===== src/rtl/jtcontra_obj_arb_pkg.sv =====
// -----------------------------------------------------------------------------
// jtcontra_obj_arb_pkg
// Shared definitions for the 007121 object ROM arbiter.
//   arb_state_t   : grant FSM states (IDLE, WAIT)
//   PORT_A/PORT_B : port index constants used for grant and round-robin
//   DEF_*_OFFSET  : default SDRAM word offsets for each object chip region
// -----------------------------------------------------------------------------
package jtcontra_obj_arb_pkg;

    typedef enum logic {
        IDLE = 1'b0,
        WAIT = 1'b1
    } arb_state_t;

    localparam logic PORT_A = 1'b0;
    localparam logic PORT_B = 1'b1;

    localparam logic [31:0] DEF_A_OFFSET = 32'h0000_0000;
    localparam logic [31:0] DEF_B_OFFSET = 32'h0004_0000;

endpackage


===== src/rtl/jtcontra_obj_arb_port.sv =====
// -----------------------------------------------------------------------------
// jtcontra_obj_arb_port
// Per-engine side of the object ROM arbiter. Holds the delivered word, the
// address it belongs to and a valid flag, and reports whether the engine
// still needs a fetch.
//   clk, rst_n   : clock, asynchronous active-low reset
//   i_cs, i_addr : engine request and word address
//   i_deliver    : one-cycle strobe, fresh data for this port
//   i_del_addr   : address the delivered data was fetched for
//   i_data       : delivered data
//   o_ok         : data valid for the address currently requested
//   o_pending    : engine wants a fetch (requesting, no valid data held)
//   o_data       : last delivered data, held until the next delivery
// -----------------------------------------------------------------------------
module jtcontra_obj_arb_port
    import jtcontra_obj_arb_pkg::*;
#(
    parameter int AW = 18
) (
    input  logic          clk,
    input  logic          rst_n,
    input  logic          i_cs,
    input  logic [AW-1:0] i_addr,
    input  logic          i_deliver,
    input  logic [AW-1:0] i_del_addr,
    input  logic [15:0]   i_data,
    output logic          o_ok,
    output logic          o_pending,
    output logic [15:0]   o_data
);

    logic          r_ok_flag;
    logic [AW-1:0] r_ok_addr;
    logic [15:0]   r_data;
    logic          w_match;

    assign w_match   = (i_addr == r_ok_addr);
    // ok is qualified live by cs/addr so a retarget hides old data at once
    assign o_ok      = r_ok_flag & i_cs & w_match;
    assign o_pending = i_cs & ~r_ok_flag;
    assign o_data    = r_data;

    // Delivery wins over clearing; the flag is only cleared once the
    // engine has been seen dropping cs or moving to another address.
    always_ff @(posedge clk or negedge rst_n) begin
        if (!rst_n) begin
            r_ok_flag <= 1'b0;
            r_ok_addr <= '0;
            r_data    <= '0;
        end else if (i_deliver) begin
            r_ok_flag <= 1'b1;
            r_ok_addr <= i_del_addr;
            r_data    <= i_data;
        end else if (r_ok_flag && (!i_cs || !w_match)) begin
            r_ok_flag <= 1'b0;
        end
    end

endmodule


===== src/rtl/jtcontra_obj_rom_arb.sv =====
// -----------------------------------------------------------------------------
// jtcontra_obj_rom_arb
// Shares one SDRAM read slot between the two 007121 object engines.
// Requests are granted round-robin, each port's region offset is added,
// requests aborted or retargeted while in flight have their data dropped,
// and a watchdog flags an SDRAM that never acknowledges.
//   clk, rst_n             : clock, asynchronous active-low reset
//   a_cs/a_addr/a_ok/a_data: object chip 0 ROM handshake
//   b_cs/b_addr/b_ok/b_data: object chip 1 ROM handshake
//   sdram_cs/sdram_addr    : SDRAM request (held until ok or timeout)
//   sdram_ok/sdram_data    : single-cycle SDRAM acknowledge and data
//   err                    : sticky watchdog flag
//   busy                   : request outstanding
// -----------------------------------------------------------------------------
module jtcontra_obj_rom_arb
    import jtcontra_obj_arb_pkg::*;
#(
    parameter int          AW       = 18,
    parameter int          SW       = 19,
    parameter logic [SW-1:0] A_OFFSET = SW'(DEF_A_OFFSET),
    parameter logic [SW-1:0] B_OFFSET = SW'(DEF_B_OFFSET),
    parameter int          TIMEOUT  = 1023
) (
    input  logic          clk,
    input  logic          rst_n,
    input  logic          a_cs,
    input  logic [AW-1:0] a_addr,
    output logic          a_ok,
    output logic [15:0]   a_data,
    input  logic          b_cs,
    input  logic [AW-1:0] b_addr,
    output logic          b_ok,
    output logic [15:0]   b_data,
    output logic          sdram_cs,
    output logic [SW-1:0] sdram_addr,
    input  logic          sdram_ok,
    input  logic [15:0]   sdram_data,
    output logic          err,
    output logic          busy
);

    // Counter only needs to reach TIMEOUT-1 before the timeout fires
    localparam int            CW    = (TIMEOUT > 1) ? $clog2(TIMEOUT) : 1;
    localparam logic [CW-1:0] LIMIT = CW'((TIMEOUT > 0) ? TIMEOUT - 1 : 0);

    arb_state_t    r_state;
    logic          r_gnt;
    logic          r_last_gnt;
    logic [AW-1:0] r_req_addr;
    logic          r_stale;
    logic [CW-1:0] r_cnt;
    logic          r_sdram_cs;
    logic [SW-1:0] r_sdram_addr;
    logic          r_busy;
    logic          r_err;

    logic          w_pend_a;
    logic          w_pend_b;
    logic          w_pick;
    logic [AW-1:0] w_pick_addr;
    logic [SW-1:0] w_new_addr;
    logic          w_cur_cs;
    logic [AW-1:0] w_cur_addr;
    logic          w_stale;
    logic          w_deliver;
    logic          w_deliver_a;
    logic          w_deliver_b;
    logic          w_timeout;

    // Round-robin choice: a lone pending port wins, a tie goes to the
    // port that was not served last.
    always_comb begin
        w_pick = PORT_A;
        if (w_pend_a && w_pend_b) begin
            w_pick = ~r_last_gnt;
        end else if (w_pend_b) begin
            w_pick = PORT_B;
        end
        w_pick_addr = (w_pick == PORT_B) ? b_addr : a_addr;
        w_new_addr  = (w_pick == PORT_B) ? SW'(b_addr) + B_OFFSET
                                         : SW'(a_addr) + A_OFFSET;
    end

    // A request turns stale as soon as its engine drops cs or moves away,
    // and stays stale until the SDRAM answers.
    always_comb begin
        w_cur_cs    = (r_gnt == PORT_B) ? b_cs   : a_cs;
        w_cur_addr  = (r_gnt == PORT_B) ? b_addr : a_addr;
        w_stale     = r_stale | ~w_cur_cs | (w_cur_addr != r_req_addr);
        w_deliver   = (r_state == WAIT) & sdram_ok & ~w_stale;
        w_deliver_a = w_deliver & (r_gnt == PORT_A);
        w_deliver_b = w_deliver & (r_gnt == PORT_B);
        w_timeout   = (TIMEOUT != 0) && (r_cnt == LIMIT);
    end

    // Grant FSM. IDLE always follows a deasserted sdram_cs, so every
    // request is separated by at least one low cycle. A late sdram_ok
    // seen in IDLE is ignored.
    always_ff @(posedge clk or negedge rst_n) begin
        if (!rst_n) begin
            r_state      <= IDLE;
            r_gnt        <= PORT_A;
            r_last_gnt   <= PORT_B;
            r_req_addr   <= '0;
            r_stale      <= 1'b0;
            r_cnt        <= '0;
            r_sdram_cs   <= 1'b0;
            r_sdram_addr <= '0;
            r_busy       <= 1'b0;
            r_err        <= 1'b0;
        end else begin
            case (r_state)
                IDLE: begin
                    if (w_pend_a || w_pend_b) begin
                        r_sdram_cs   <= 1'b1;
                        r_sdram_addr <= w_new_addr;
                        r_req_addr   <= w_pick_addr;
                        r_gnt        <= w_pick;
                        r_busy       <= 1'b1;
                        r_cnt        <= '0;
                        r_stale      <= 1'b0;
                        r_state      <= WAIT;
                    end
                end
                WAIT: begin
                    r_stale <= w_stale;
                    if (sdram_ok) begin
                        r_sdram_cs <= 1'b0;
                        r_busy     <= 1'b0;
                        r_last_gnt <= r_gnt;
                        r_state    <= IDLE;
                    end else if (w_timeout) begin
                        r_err      <= 1'b1;
                        r_sdram_cs <= 1'b0;
                        r_busy     <= 1'b0;
                        r_last_gnt <= r_gnt;
                        r_state    <= IDLE;
                    end else begin
                        r_cnt <= r_cnt + 1'b1;
                    end
                end
                default: r_state <= IDLE;
            endcase
        end
    end

    assign sdram_cs   = r_sdram_cs;
    assign sdram_addr = r_sdram_addr;
    assign busy       = r_busy;
    assign err        = r_err;

    jtcontra_obj_arb_port #(.AW(AW)) u_port_a (
        .clk        (clk),
        .rst_n      (rst_n),
        .i_cs       (a_cs),
        .i_addr     (a_addr),
        .i_deliver  (w_deliver_a),
        .i_del_addr (r_req_addr),
        .i_data     (sdram_data),
        .o_ok       (a_ok),
        .o_pending  (w_pend_a),
        .o_data     (a_data)
    );

    jtcontra_obj_arb_port #(.AW(AW)) u_port_b (
        .clk        (clk),
        .rst_n      (rst_n),
        .i_cs       (b_cs),
        .i_addr     (b_addr),
        .i_deliver  (w_deliver_b),
        .i_del_addr (r_req_addr),
        .i_data     (sdram_data),
        .o_ok       (b_ok),
        .o_pending  (w_pend_b),
        .o_data     (b_data)
    );

endmodule


===== config.mk =====
export PLATFORM = sky130hd
export DESIGN_NAME = jtcontra_obj_rom_arb
export DESIGN_NICKNAME = d
export VERILOG_FILES = /design/src/rtl/jtcontra_obj_arb_pkg.sv /design/src/rtl/jtcontra_obj_arb_port.sv /design/src/rtl/jtcontra_obj_rom_arb.sv
export SDC_FILE = /design/constraint.sdc
export NUM_CORES = 1
export LEC_CHECK = 0
export ABC_AREA = 1
export CELL_PAD_IN_SITES_DETAIL_PLACEMENT = 1
export CELL_PAD_IN_SITES_GLOBAL_PLACEMENT = 1
export CORE_MARGIN = 1.5
export CORE_UTILIZATION = 41
export CTS_CLUSTER_DIAMETER = 150
export CTS_CLUSTER_SIZE = 20
export DETAILED_ROUTE_END_ITERATION = 8
export PLACE_DENSITY_LB_ADDON = 0.1
export RECOVER_POWER = 25
export SYNTH_ARGS = -nofsm -noshare
export SYNTH_HDL_FRONTEND = slang
export SYNTH_SLANG_ARGS = --single-unit

===== constraint.sdc =====
create_clock -name clk -period 3.55 [get_ports clk]
set_clock_uncertainty 0.15 [all_clocks]
set_input_delay 0.71 -clock clk [delete_from_list [all_inputs] [get_ports clk]]
set_output_delay 0.71 -clock clk [all_outputs]
set_load 0.03 [all_outputs]

After elaboration in Yosys (flattened, before gate mapping) --
Cells that the tools add are included.
Word-level totals: memory bits (read-only) 0, memories 0, bits in latches 0, word-level logic and storage cells 89, memory bits (writable) 0, input bits 57, register bits 123, output and inout port bits 56
Cells by class: shift-type cells 0, multiply operators 0, equal/unequal tests 8, $lt $le $gt $ge 0, bitwise logic cells 20, divide/modulo/power cells 0, multiplexer cells 26, reduce and logical (&&, ||, !) cells 18, add/subtract/negate cells 2
Operator list (number):
- == test 18 bit | 2
- 2-to-1 mux 18 bit | 2
- 2-to-1 mux 10 bit | 3
- case mux 10 bit (2 select lines) | 1
- adder 18 x 19 -> 19 bit (second input constant) | 1
- 2-to-1 mux 19 bit | 1
- != test 18 bit | 1
- 2-to-1 mux 1 bit | 16
- adder 10 x 1 -> 10 bit (second input constant) | 1
- bitwise AND 1 bit | 10
- == test 10 bit (second input constant) | 1
- inverter 1 bit | 8
- != test 2 bit (second input constant) | 3
- case mux 1 bit (2 select lines) | 3
- AND reduction 2 bit | 3
- AND reduction 3 bit | 2
- nonzero test 2 bit | 3
- zero test 1 bit | 4
- logical AND 1 bit | 3
- logical OR 1 bit | 3
- != test 3 x 2 -> 1 bit (second input constant) | 1
- bitwise OR 1 bit | 2

Longest topological paths before layout --
word-level depth 8, mapped depth 15, depth with buffers taken out 13

By module --
A second synthesis with hierarchy kept.
Second synthesis, totals: cell total of the unflattened synthesis 847, area total of the unflattened synthesis 5749.3 µm²
Modules (own cells, without submodules):
- jtcontra_obj_arb_port | times used 2, area each 1767.9 µm², cells each 252, sequential area each 875.8 µm²
- jtcontra_obj_rom_arb | times used 1, area each 2213.4 µm², cells each 343, sequential area each 852.1 µm²

Worst setup path after synthesis --
No wires, ideal clock.
path kind input -> output, from input b_addr[11], to output b_ok, cell stages on the path 7, setup slack 890 ps, required time 2690 ps, arrival time 1800 ps, path through inv_1 -> nand2_1 -> o21ai_0 -> a221oi_1 -> nand2_1 -> or2_2 -> nor2_1
Between the ends: word-level cells in the longest chain between the ends 2
RTL lines:
- from (decl) | line jtcontra_obj_rom_arb.sv:31 | input logic [AW-1:0] b_addr,
- == test 18 bit | line jtcontra_obj_arb_port.sv:37 | assign w_match = (i_addr == r_ok_addr);
- bitwise AND 1 bit | line jtcontra_obj_arb_port.sv:39 | assign o_ok = r_ok_flag & i_cs & w_match;
- to (decl) | line jtcontra_obj_rom_arb.sv:32 | output logic b_ok,
Every way passes these cells.

Worst setup path in the final report --
from input b_addr[10], to output b_ok
The elaborated chain is that of the path after synthesis.

==> impl_metrics.json <==
{
  "die-width_um": 120,
  "area_growth_pct": 26.6,
  "fin_crit_sh": 0.910,
  "hold_viol": 0,
  "path_class": "in -> out",
  "ant_nets": 0,
  "port_buffers": 112,
  "avgSynthCellArea_um2": 7.62,
  "post_cts_buffers": 0,
  "drt_wl_total_um": 20100,
  "core-area_mm2": 0.0133,
  "power_density_mw_per_mm2": 558,
  "hold_start": "u_port_b.o_data[3]$_DFFE_PN0P_",
  "drtPass1Iterations": 4,
  "reg2reg_to": "u_port_a.r_ok_addr[13]$_DFFE_PN0P_",
  "antenna_cells": 0,
  "r2r_cells": 12,
  "tightest_slew_ns": 1.58,
  "postCtsResizedCells": 0,
  "place_congestion": 0.873,
  "worst-path-max-fanout": 3,
  "synth_seq_cells": 104,
  "synth.top_cell.area_share": 0.460,
  "async_flop_share": 1.00,
  "setup-violations-final": 0,
  "ctsHoldBuffers": 0,
  "cts_tree": "yes",
  "final_area_mm2": 0.00709,
  "hold_path_end": "u_port_b.o_data[3]$_DFFE_PN0P_",
  "h-tree-depth": 3,
  "ys_seq_area_frac": 0.465,
  "place_area_mm2": 0.00682,
  "drc": 0,
  "synth_area_mm2": 0.00560,
  "cts_buffers": 9,
  "status": "finished with violations",
  "arrival_ns": 2.37,
  "cts_max_path_buffers": 2,
  "clock_latency_ns": 0.36,
  "wl_per_cell_um": 19.8,
  "slew_headroom": -0.0529,
  "worstPathRequired_ns": 2.69,
  "crit-reg2reg-launch": "r_gnt$_DFFE_PN0P_",
  "synth_cell_types": 37,
  "globalRoute.totalOverflow": 0,
  "timing.fmax_mhz": 310,
  "grt_pass1_vias": 5960,
  "vias": 5660,
  "reg2reg_slack_ns": 0.44,
  "synth.most_common_cell": "nand2_1",
  "dp_hpwl_um": 14500,
  "synthesis.nets": 794,
  "place_ws_ns": 0.251,
  "drv_cap": 1,
  "antenna_found_initial": 0,
  "clkTransAtPathRegs_ns": 0.07,
  "clock-sinks": 104,
  "yosysWarnings": 0,
  "nets": 890,
  "tns_ns": 0,
  "synth_cells": 735,
  "yosys.area.top_type": "dfrtp_1",
  "synth_edf_count": 0,
  "min_path_cells": 2,
  "violations": "capacitance limit, slew limit",
  "cts_root_buf": "clkbuf_16",
  "grt_max_degree": 59,
  "drive_above_1_share": 0.0550,
  "row_count": 42,
  "start_kind": "primary input",
  "dieArea_mm2": 0.0144,
  "synthTopCellsByCount": "nand2_1, dfrtp_1, nand4_1",
  "grt_usage": 0.291,
  "via_per_inst": 5.59,
  "fillers": 1643,
  "num_io_pins": 113,
  "fp.dieH_um": 120,
  "synthFlopType": "dfrtp_1",
  "setup_ws_ns": 0.320,
  "rsz0062_at_grt": "no",
  "leakagePower_nw": 3.54,
  "start_util": 0.421,
  "drtIter0Drc": 250,
  "end_kind": "output pin",
  "vdd_ir_drop_max_v": 0.000276,
  "min_path_type": "reg -> reg",
  "drv_slew": 59,
  "min_period_ns": 3.23,
  "ys_top_cells_by_area": "dfrtp_1, nand2_1, nand4_1, o21ai_0, inv_1",
  "grt_pass1_wl_um": 32000
}
-- cells by family after synthesis --
kind of cell             share of synthesized area
AO/OA/AOI/OAI                                0.100
XOR/XNOR                                    0.0141
adder cells (fa/ha/maj)                    0.00447
buffers and inverters                       0.0849
flip-flops                                   0.465
AND/OR/NAND/NOR                              0.331
-- sequential cells by signal, indices dropped and copies added (netlist names), 10 cells and up --
signal	flops
u_port_a.o_data	16
r_req_addr	17
u_port_b.o_data	16
r_cnt	10
u_port_b.r_ok_addr	18
u_port_a.r_ok_addr	18
-- through the flow --
| stage | hold WS, ns | utilization | instances | power [mW] |
|---|---|---|---|---|
| finish | 0.329 | 0.533 | 1012 | 3.95 |
| global route | 0.359 | 0.533 | 1012 | 4.15 |
| global placement | 0.304 | 0.513 | 996 | 2.92 |
| floorplan | 0.264 | - | 735 | 2.35 |
| CTS | 0.322 | 0.534 | 1012 | 3.96 |
| detailed placement | 0.311 | 0.513 | 996 | 2.96 |
-- cells in the final DEF, fill, tap and decap left out, types with 3 or more instances in the layout --
cell and instances:
clkdlybuf4s50_1 109, a221oi_1 4, clkbuf_1 4, inv_1 61
or2_2 6, nand2_1 270, nand4_1 73, inv_2 3
nor3_1 7, o21ai_0 49, a21oi_1 21, o211ai_1 3
xor2_1 7, nor2_1 30, dfrtp_1 102, o22ai_1 9
o31ai_1 3, nand3_1 20, clkbuf_16 9, buf_4 15
-- how the worst max path moves through the flow --
stage	cells after the start	start	endpoint	slack [ns]
2_1_floorplan	7	b_addr[11]	b_ok	0.89
3_3_place_gp	13	a_addr[8]	u_port_a.r_ok_addr[13]$_DFFE_PN0P_	0.35
3_5_place_dp	13	a_addr[8]	u_port_a.r_ok_addr[13]$_DFFE_PN0P_	0.25
4_1_cts	9	b_addr[10]	b_ok	0.33
5_1_grt	12	r_gnt$_DFFE_PN0P_	u_port_b.o_data[1]$_DFFE_PN0P_	0.22
6_report	9	b_addr[10]	b_ok	0.32
-- power breakdown --
group          total [mW]  switching, mW  internal (mW)  leakage [nW]
sequential           1.55          0.247           1.31          1.40
clock                1.00          0.455          0.548         0.134
combinational        1.40          0.933          0.463          2.00
-- cell type report --
class                      instances  area, um^2  area share
tap                              176         220      0.0311
inverter                          65         246      0.0348
sequential                       104        2610       0.368
clock inverter                     3        42.5     0.00600
multi-input combinational        525        2520       0.355
timing repair buffer             126        1210       0.171
clock buffer                      13         240      0.0339
-- layer usage --
metal / global-route usage / part of all wire / up-vias / routed length, um
li1: - / - / 2623 / -
met1: 0.357 / 0.42 / 2818 / 8450
met2: 0.494 / 0.49 / 166 / 9750
met3: 0.0485 / 0.048 / 53 / 961
met4: 0.151 / 0.045 / 0 / 893
met5: 0 / 0 / - / 0
-- worst max-delay path, stage by stage --
cell and delay (ns):
clkdlybuf4s50_1 0.58, inv_1 0.10, nand2_1 0.06, o21ai_0 0.08, nor2_1 0.11, o2111ai_1 0.13, or2_2 0.33, nor2_1 0.10
buf_4 0.17
Power figures use the tool's default switching activity.
